[config.mk]
export PLATFORM = sky130hd
export DESIGN_NAME = usb_tx_ctrl
export DESIGN_NICKNAME = d
export VERILOG_FILES = /design/src/rtl/usb_tx_ctrl.sv
export SDC_FILE = /design/constraint.sdc
export NUM_CORES = 1
export LEC_CHECK = 0
export ABC_AREA = 1
export BUFFER_PORTS_ARGS = -buffer_cell sky130_fd_sc_hd__buf_4
export CAP_MARGIN = 20
export CORE_ASPECT_RATIO = 1.5
export CORE_MARGIN = 2
export CORE_UTILIZATION = 40
export DETAILED_ROUTE_END_ITERATION = 8
export GPL_TIMING_DRIVEN = 0
export PLACE_DENSITY = 0.63
export SLEW_MARGIN = 20
export SYNTH_ARGS = -nofsm -noshare
export SYNTH_HDL_FRONTEND = slang
export SYNTH_SLANG_ARGS = --single-unit
[constraint.sdc]
create_clock -name clk -period 1.8 [get_ports clk]
set_clock_uncertainty 0.2 [all_clocks]
set_input_delay 0.27 -clock clk [delete_from_list [all_inputs] [get_ports clk]]
set_output_delay 0.27 -clock clk [all_outputs]
set_load 0.02 [all_outputs]
[src/rtl/usb_tx_ctrl.sv]
// usb_tx_ctrl: transmit sequencer for the serial line path.
// Sends SYNC, then the payload LSB-first with bit stuffing, then EOP.
// Between packets the NRZI encoder is held at idle J through nrzi_rst_L.
// Every output except tx_ready is registered and changes only on bit-strobe edges.
// tx_ready is combinational so that a byte can be accepted in the cycle of the
// strobe that ends bit 7.
module usb_tx_ctrl #(
    parameter int          CLK_PER_BIT  = 1,
    parameter logic [7:0]  SYNC_PATTERN = 8'h80,
    parameter int          STUFF_LEN    = 6
) (
    input  logic       clk,
    input  logic       rst_L,
    input  logic       tx_valid,
    input  logic [7:0] tx_data,
    input  logic       tx_last,
    output logic       tx_ready,
    output logic       nrzi_bit,
    output logic       nrzi_rst_L,
    output logic       se0,
    output logic       busy,
    output logic       underrun
);

    localparam int SW = $clog2(CLK_PER_BIT + 1);
    localparam int OW = $clog2(STUFF_LEN + 1);

    typedef enum logic [2:0] {IDLE, SYNC, DATA, STUFF, EOP1, EOP2, EOP3} state_t;

    state_t        state, state_n, ret_state, ret_state_n, adv_state;
    logic [2:0]    bit_idx, idx_n, ret_idx, ret_idx_n, adv_idx;
    logic [7:0]    cur, cur_n;
    logic          last, last_n;
    logic [OW-1:0] ones, ones_n, ones_inc;
    logic [SW-1:0] strb_cnt, strb_n;
    logic          strobe, bit_end, stuff_hit, ready_int;
    logic          nrzi_bit_n, nrzi_rst_L_n, se0_n, busy_n, underrun_n;

    assign strobe    = busy && (strb_cnt == SW'(CLK_PER_BIT - 1));
    // nrzi_bit holds the bit currently on the line, so it drives the ones count
    assign ones_inc  = nrzi_bit ? ones + OW'(1) : '0;
    assign stuff_hit = (ones_inc == OW'(STUFF_LEN));
    assign tx_ready  = rst_L && ready_int;

    // Next-state, byte handshake, stuffing decision and next registered outputs
    always_comb begin
        state_n     = state;
        ret_state_n = ret_state;
        idx_n       = bit_idx;
        ret_idx_n   = ret_idx;
        cur_n       = cur;
        last_n      = last;
        ones_n      = ones;
        underrun_n  = 1'b0;
        ready_int   = 1'b0;
        adv_state   = state;
        adv_idx     = bit_idx;
        bit_end     = 1'b0;
        strb_n      = (busy && !strobe) ? strb_cnt + SW'(1) : '0;

        case (state)
            IDLE: begin
                ready_int = 1'b1;
                if (tx_valid) begin
                    cur_n   = tx_data;
                    last_n  = tx_last;
                    state_n = SYNC;
                    idx_n   = 3'd0;
                    ones_n  = '0;
                end
            end
            SYNC: if (strobe) begin
                bit_end = 1'b1;
                if (bit_idx == 3'd7) begin
                    adv_state = DATA;
                    adv_idx   = 3'd0;
                end else begin
                    adv_idx = bit_idx + 3'd1;
                end
            end
            DATA: if (strobe) begin
                bit_end = 1'b1;
                if (bit_idx != 3'd7) begin
                    adv_idx = bit_idx + 3'd1;
                end else if (last) begin
                    adv_state = EOP1;
                end else begin
                    // byte boundary: the handshake decision is made now; a stuff bit
                    // triggered by bit 7 is still sent before the next byte or EOP
                    ready_int = 1'b1;
                    if (tx_valid) begin
                        cur_n   = tx_data;
                        last_n  = tx_last;
                        adv_idx = 3'd0;
                    end else begin
                        underrun_n = 1'b1;
                        adv_state  = EOP1;
                    end
                end
            end
            STUFF: if (strobe) begin
                ones_n  = '0;
                state_n = ret_state;
                idx_n   = ret_idx;
            end
            EOP1:    if (strobe) state_n = EOP2;
            EOP2:    if (strobe) state_n = EOP3;
            EOP3:    if (strobe) state_n = IDLE;
            default: state_n = IDLE;
        endcase

        if (bit_end) begin
            ones_n = ones_inc;
            if (stuff_hit) begin
                state_n     = STUFF;
                ret_state_n = adv_state;
                ret_idx_n   = adv_idx;
            end else begin
                state_n = adv_state;
                idx_n   = adv_idx;
            end
        end

        nrzi_bit_n   = 1'b1;
        nrzi_rst_L_n = 1'b1;
        se0_n        = 1'b0;
        busy_n       = 1'b1;
        case (state_n)
            IDLE:  begin nrzi_rst_L_n = 1'b0; busy_n = 1'b0; end
            SYNC:  nrzi_bit_n = SYNC_PATTERN[idx_n];
            DATA:  nrzi_bit_n = cur_n[idx_n];
            STUFF: nrzi_bit_n = 1'b0;
            EOP1:  se0_n = 1'b1;
            EOP2:  se0_n = 1'b1;
            EOP3:  nrzi_rst_L_n = 1'b0;
            default: begin nrzi_rst_L_n = 1'b0; busy_n = 1'b0; end
        endcase
    end

    // State, counters and registered outputs with synchronous active-low reset
    always_ff @(posedge clk) begin
        if (!rst_L) begin
            state      <= IDLE;
            ret_state  <= IDLE;
            bit_idx    <= 3'd0;
            ret_idx    <= 3'd0;
            cur        <= 8'd0;
            last       <= 1'b0;
            ones       <= '0;
            strb_cnt   <= '0;
            nrzi_bit   <= 1'b1;
            nrzi_rst_L <= 1'b0;
            se0        <= 1'b0;
            busy       <= 1'b0;
            underrun   <= 1'b0;
        end else begin
            state      <= state_n;
            ret_state  <= ret_state_n;
            bit_idx    <= idx_n;
            ret_idx    <= ret_idx_n;
            cur        <= cur_n;
            last       <= last_n;
            ones       <= ones_n;
            strb_cnt   <= strb_n;
            nrzi_bit   <= nrzi_bit_n;
            nrzi_rst_L <= nrzi_rst_L_n;
            se0        <= se0_n;
            busy       <= busy_n;
            underrun   <= underrun_n;
        end
    end

endmodule

==> results of run 1 <==
[cell type report]
class	count	area, um^2
buffer	7	48.8
clock buffer	8	80.1
fill	460	2000
inverter	45	181
multi-input combinational	217	1460
sequential	30	623
tap	66	82.6
timing repair buffer	38	297
[stage by stage]
step	power (mW)	hold slack (ns)	worst slack (ns)	setup TNS, ns
final	1.61	0.0286	-0.193	-0.620
after CTS	1.57	0.0326	-0.192	-0.706
after floorplan	0.930	0.195	-0.0250	-0.0250
after global routing	1.68	0.0787	-0.270	-1.36
after global placement	1.02	0.240	-0.407	-2.13
after detailed placement	1.02	0.242	-0.388	-2.00
[routing by layer]
metal / vias to the layer above / part of all wire (%) / wire, um / GRT usage, %
met1: 940 / 37 / 2020 / 21.2
met3: 16 / 3.8 / 207 / 4.03
met5: - / 0 / 0 / 0
met4: 0 / 3.1 / 171 / 8.51
met2: 53 / 56 / 3090 / 39.2
li1: 1058 / - / - / -
[power by group through the flow]
stage	clock, mW	combinational (mW)	sequential, mW
finish	0.532	0.366	0.709
global route	0.568	0.399	0.713
CTS	0.536	0.329	0.708
detailed placement	0	0.293	0.725
global placement	0	0.292	0.725
floorplan	0	0.201	0.729
[critical path, stage by stage (launching register included)]
cell     delay [ns]
dfxtp_4        0.37
ha_4           0.16
ha_4           0.16
nand2_4        0.05
nor2_4         0.12
nand2_2        0.07
nand2_4        0.11
buf_6          0.14
o21ai_2        0.05
inv_2          0.06
nand3_1        0.09
nand3_2        0.08
nand3_2        0.09
nand3_2        0.07
nand2_1        0.05
[cell families (layout without fill, tap and decap cells)]
group                      Yosys count  after routing
DFF                                 30             30
adders and majority gates            4              4
buffers and inverters               52             98
other                                1              1
AOI/OAI and AO/OA                   49             49
and+or+nand+nor                    163            163
[Yosys cell counts (2+ instances only)]
| library cell | instances | area [um^2] |
|---|---|---|
| nand4_1 | 4 | 25.0 |
| clkbuf_1 | 3 | 11.3 |
| a21oi_1 | 12 | 60.1 |
| inv_1 | 36 | 135 |
| o21ai_0 | 21 | 105 |
| nand3_1 | 31 | 155 |
| ha_1 | 4 | 50.1 |
| nand2_8 | 2 | 40.0 |
| nand3_4 | 3 | 52.6 |
| buf_6 | 2 | 22.5 |
| nand2_1 | 72 | 270 |
| o21ai_1 | 7 | 35.0 |
| nand3_2 | 4 | 40.0 |
| o22ai_1 | 3 | 18.8 |
| dfxtp_1 | 30 | 601 |
| nor2_1 | 36 | 135 |
| nor2_8 | 2 | 40.0 |
| a31oi_1 | 2 | 12.5 |
| buf_2 | 2 | 10.0 |
| nand2_2 | 5 | 31.3 |
| inv_2 | 8 | 30.0 |
[sequential cells by signal, indices dropped and copies added, names as in the netlist]
| signal | count |
|---|---|
| ret_state | 3 |
| strb_cnt | 1 |
| ones | 3 |
| se0 | 1 |
| nrzi_bit | 1 |
| cur | 8 |
| bit_idx | 3 |
| underrun | 1 |
| last | 1 |
| busy | 1 |
| nrzi_rst_L | 1 |
| state | 3 |
| ret_idx | 3 |
[final timing paths]
path                  end  slack [ns]
min reg2reg  ret_state[0]        0.25
min                cur[7]        0.03
max reg2reg      nrzi_bit       -0.19
max              nrzi_bit       -0.19
[repair_timing]
item                       CTS  global route
cloned                       1             0
gates resized for setup     28            54
setup endpoints to repair   11            14
pin swaps                   16            24
buffers inserted            14             7
==> flow_summary.json, run 1 <==
{
  "start_util_pct": 41.3,
  "fp.dieW_um": 61.3,
  "synth_edf_count": 0,
  "syn_avg_cell_area_um2": 6.58,
  "crit_fanout": 5,
  "fmax_ghz": 0.502,
  "status": "complete, but fails checks",
  "final_common_cell": "nand2_1",
  "cts_root_buf": "clkbuf_8",
  "antenna_cells": 0,
  "peakVddDrop_uv": 418,
  "startpoint_type": "flip-flop",
  "setup_viol": 7,
  "layout_setup_ws_ns": -0.193,
  "final_cell_mix": "nand2_1, buf_4, inv_1, nor2_1, dfxtp_1",
  "final_core_utilization_pct": 58.2,
  "synth_fp_nets": 315,
  "place_area_um2": 2280,
  "min_path_cells": 3,
  "power.density_nw_per_um2": 579,
  "synth_cell_type_count": 31,
  "synth_seq_cells": 30,
  "p_comb_share_pct": 22.8,
  "async_flop_share_pct": 0,
  "p_switching_uw": 503,
  "vias_per_cell": 5.03,
  "p_int_mw": 1.10,
  "grt_usage_pct": 21.0,
  "seqPwrFrac_pct": 44.1,
  "hold_violations": 0,
  "synthMuxAreaShare_pct": 0,
  "maxSlewViolCount": 0,
  "synth_top_family_by_area": "simple AND/OR/NAND/NOR gates",
  "remaining_drc_errors": 0,
  "ff2ff_path_depth": 14,
  "vias": 2067,
  "gr-total-overflow": 0,
  "p_leak_nw": 1.19,
  "rows": 31,
  "violations": "negative setup slack",
  "timing.final.crit_share_pct": 111,
  "synth_xor_area_share_pct": 0,
  "grt_max_degree": 11,
  "critPathCaptureType": "flip-flop",
  "crit_arrival_ns": 1.98,
  "critPathKind": "reg -> reg",
  "hold_buffers": 0,
  "synth_warnings": 0,
  "ios": 18,
  "first_pass_iters": 4,
  "timing.rr.start": "bit_idx[1]",
  "stdcell_count": 411,
  "yosys.area_share.simple_pct": 42.3,
  "maxCapViolCount": 0,
  "clockBufferDepth": 2,
  "routedWlPerCell_um": 13.4,
  "synthesis.area_um2": 1970,
  "worst_skew_pair.late_latency_ns": 0.29,
  "core_region_area_um2": 4770,
  "yosys.area_share.adder_pct": 2.54,
  "path_clk_slew_ns": 0.07,
  "port_buffers": 16,
  "h-tree-depth": 2,
  "grt_pass1_wl_um": 8670,
  "rsz0062_at_grt": "yes",
  "finalWeightedCongestion": 0.945,
  "cts_made_buffers": 5,
  "yosysSeqAreaShare_pct": 30.5,
  "synth_cells": 299,
  "drt-total-wl_um": 5490,
  "cts_sinks": 30,
  "drive_gt1_share_pct": 40.9,
  "fin_crit_ns": 1.99,
  "die_area_um2": 5510,
  "antenna_found_initial": 0,
  "synth_ff_type": "dfxtp_1",
  "dp_cells": 381,
  "grt_pass1_vias": 1955,
  "hold_start": "tx_data[7]",
  "dpl.hpwl_um": 4020,
  "final_cell_area_um2": 2780,
  "ant_nets": 0,
  "p_clk_share_pct": 33.1,
  "die_h_um": 89.9,
  "area_growth_pct": 41.0,
  "synth_compound_area_share_pct": 13.5,
  "hold_class": "in -> reg",
  "cts_tree": "built",
  "num-nets-final": 360,
  "drt_iter0_drc": 66,
  "crit_path_start": "bit_idx[1]",
  "swShare_pct": 31.3,
  "cp.required_ns": 1.79
}
Power figures use the tool's default switching activity.
==> inputs of run 2 (changes only) <==
CTS_BUF_LIST = sky130_fd_sc_hd__clkbuf_4   (was default)
==> flow_summary.json, run 2 (same netlist as run 1, synthesis figures left out) <==
{
  "fp.dieW_um": 61.3,
  "setup_viol": 5,
  "top_register": "cur",
  "rsz0062_at_grt": "yes",
  "ios": 18,
  "area_growth_pct": 42.5,
  "maxSlewViolCount": 0,
  "final_core_utilization_pct": 58.8,
  "rrSetupSlack_ns": -0.23,
  "fmax_ghz": 0.492,
  "status": "complete, but fails checks",
  "crit_path_cell_trace": "ha_4 -> ha_4 -> buf_4 -> nand3_2 -> inv_2 -> a21oi_2 -> inv_2 -> a21oi_4 -> inv_1 -> nor2_2 -> nand3_2 -> nand2_1",
  "seqCellArea_um2": 623,
  "crit_fanout": 3,
  "die_h_um": 89.9,
  "antenna_cells": 0,
  "die_area_um2": 5510,
  "drive_gt1_share_pct": 41.5,
  "multiInputGateArea_um2": 1430,
  "cp.required_ns": 1.89,
  "ff2ff_path_depth": 12,
  "port_buffers": 16,
  "grt_pass1_wl_um": 8690,
  "start_util_pct": 41.3,
  "startpoint_type": "flip-flop",
  "cts_tree": "built",
  "core_region_area_um2": 4770,
  "p_leak_nw": 1.21,
  "timing.final.crit_share_pct": 113,
  "fillers": 442,
  "setup_tns_ns": -0.701,
  "timing.rr.start": "bit_idx[1]",
  "crit_arrival_ns": 2.12,
  "drt-total-wl_um": 5700,
  "slowest_stage": "dfxtp_4",
  "critPathCaptureType": "flip-flop",
  "vias_per_cell": 4.98,
  "min_path_cells": 3,
  "cts_sinks": 30,
  "clockBufferDepth": 2,
  "violations": "negative setup slack",
  "antenna_found_initial": 0,
  "finalWeightedCongestion": 0.945,
  "fin_crit_ns": 2.03,
  "hold_violations": 0,
  "cts_root_buf": "clkbuf_4",
  "final_cell_mix": "nand2_1, buf_4, inv_1, nor2_1, dfxtp_1",
  "largest_reg_flops": 8,
  "power.density_nw_per_um2": 536,
  "hold_start": "tx_last",
  "place_area_um2": 2280,
  "rows": 31,
  "peakVddDrop_uv": 387,
  "grt_pass1_vias": 2007,
  "slowest_delay_ns": 0.37,
  "path_clk_slew_ns": 0.10,
  "gr-total-overflow": 0,
  "worst_skew_pair.late_latency_ns": 0.34,
  "dpl.hpwl_um": 4020,
  "hold_class": "in -> reg",
  "r2r_end": "nrzi_bit",
  "vias": 2080,
  "layout_setup_ws_ns": -0.231,
  "remaining_drc_errors": 0,
  "final_common_cell": "nand2_1",
  "p_total_mw": 1.50,
  "holdPathEnd": "last",
  "first_pass_iters": 4,
  "critPathKind": "reg -> reg",
  "grt_max_degree": 11,
  "h-tree-depth": 2,
  "cts_made_buffers": 5,
  "final_cell_area_um2": 2810,
  "drt_iter0_drc": 66,
  "post-place-ws_ns": -0.388,
  "num-nets-final": 367,
  "grt_usage_pct": 20.9,
  "routedWlPerCell_um": 13.6,
  "maxCapViolCount": 0,
  "ant_nets": 0
}
==> run 2: cell count changes in the layout (fill, tap and decap cells not counted), moves of 3 or more <==
| cell | before | now |
|---|---|---|
| clkbuf_4 | 0 | 8 |
| buf_4 | 36 | 40 |
| nand3_1 | 18 | 21 |
| clkbuf_8 | 5 | 0 |
| nand3_2 | 13 | 10 |
| clkbuf_1 | 4 | 1 |
| nand2_1 | 58 | 61 |
==> run 2: power by group <==
| part | switching, mW | leakage, nW | internal, mW |
|---|---|---|---|
| Sequential | 0.0223 | 0.250 | 0.686 |
| Clock | 0.235 | 0.0368 | 0.201 |
| Combinational | 0.219 | 0.927 | 0.139 |
==> run 2: cell type report <==
type | instances | area share, %
multi-input combinational | 217 | 50.9
sequential | 30 | 22.2
timing repair buffer | 45 | 13.3
inverter | 45 | 6.65
tap | 66 | 2.94
clock buffer | 8 | 2.14
buffer | 7 | 1.87
==> run 2: per-stage QoR <==
stage / cells / hold WS [ns]
floorplan: 299 / 0.195
global placement: 381 / 0.240
detailed placement: 381 / 0.242
CTS: 407 / 0.0200
global route: 418 / 0.0250
finish: 418 / 0.0236
==> run 2: how the worst max path moves through the flow <==
stage	startpoint	end	slack [ns]	depth (start not counted)
global route	bit_idx[1]	nrzi_bit	-0.31	12
floorplan	state[2]	nrzi_bit	-0.02	13
CTS	bit_idx[0]	tx_ready	-0.20	7
global placement	rst_L	tx_ready	-0.41	6
finish	bit_idx[1]	nrzi_bit	-0.23	12
detailed placement	rst_L	tx_ready	-0.39	6
==> run 2: worst max-delay path: cells and delay by family (launching register included) <==
family                     cells  cell delay (ns)
DFF                            1             0.37
adders and majority gates      2             0.36
and+or+nand+nor                4             0.36
AOI/OAI and AO/OA              2             0.36
buffers and inverters          4             0.33
==> run 2: what timing repair did <==
action,CTS,global route
setup endpoints to repair,12,16
endpoints found under the hold margin,1,0
gates cloned,1,1
pin swaps,17,31
hold buffers,1,0
gates resized for setup,29,49
setup buffers,16,10
==> run 2: per-layer routing <==
| layer | share of wire (%) | track usage, % |
|---|---|---|
| met5 | 0 | 0 |
| met4 | 3.1 | 9.06 |
| met3 | 2.8 | 3.02 |
| met2 | 57 | 39.2 |
| met1 | 37 | 21.2 |
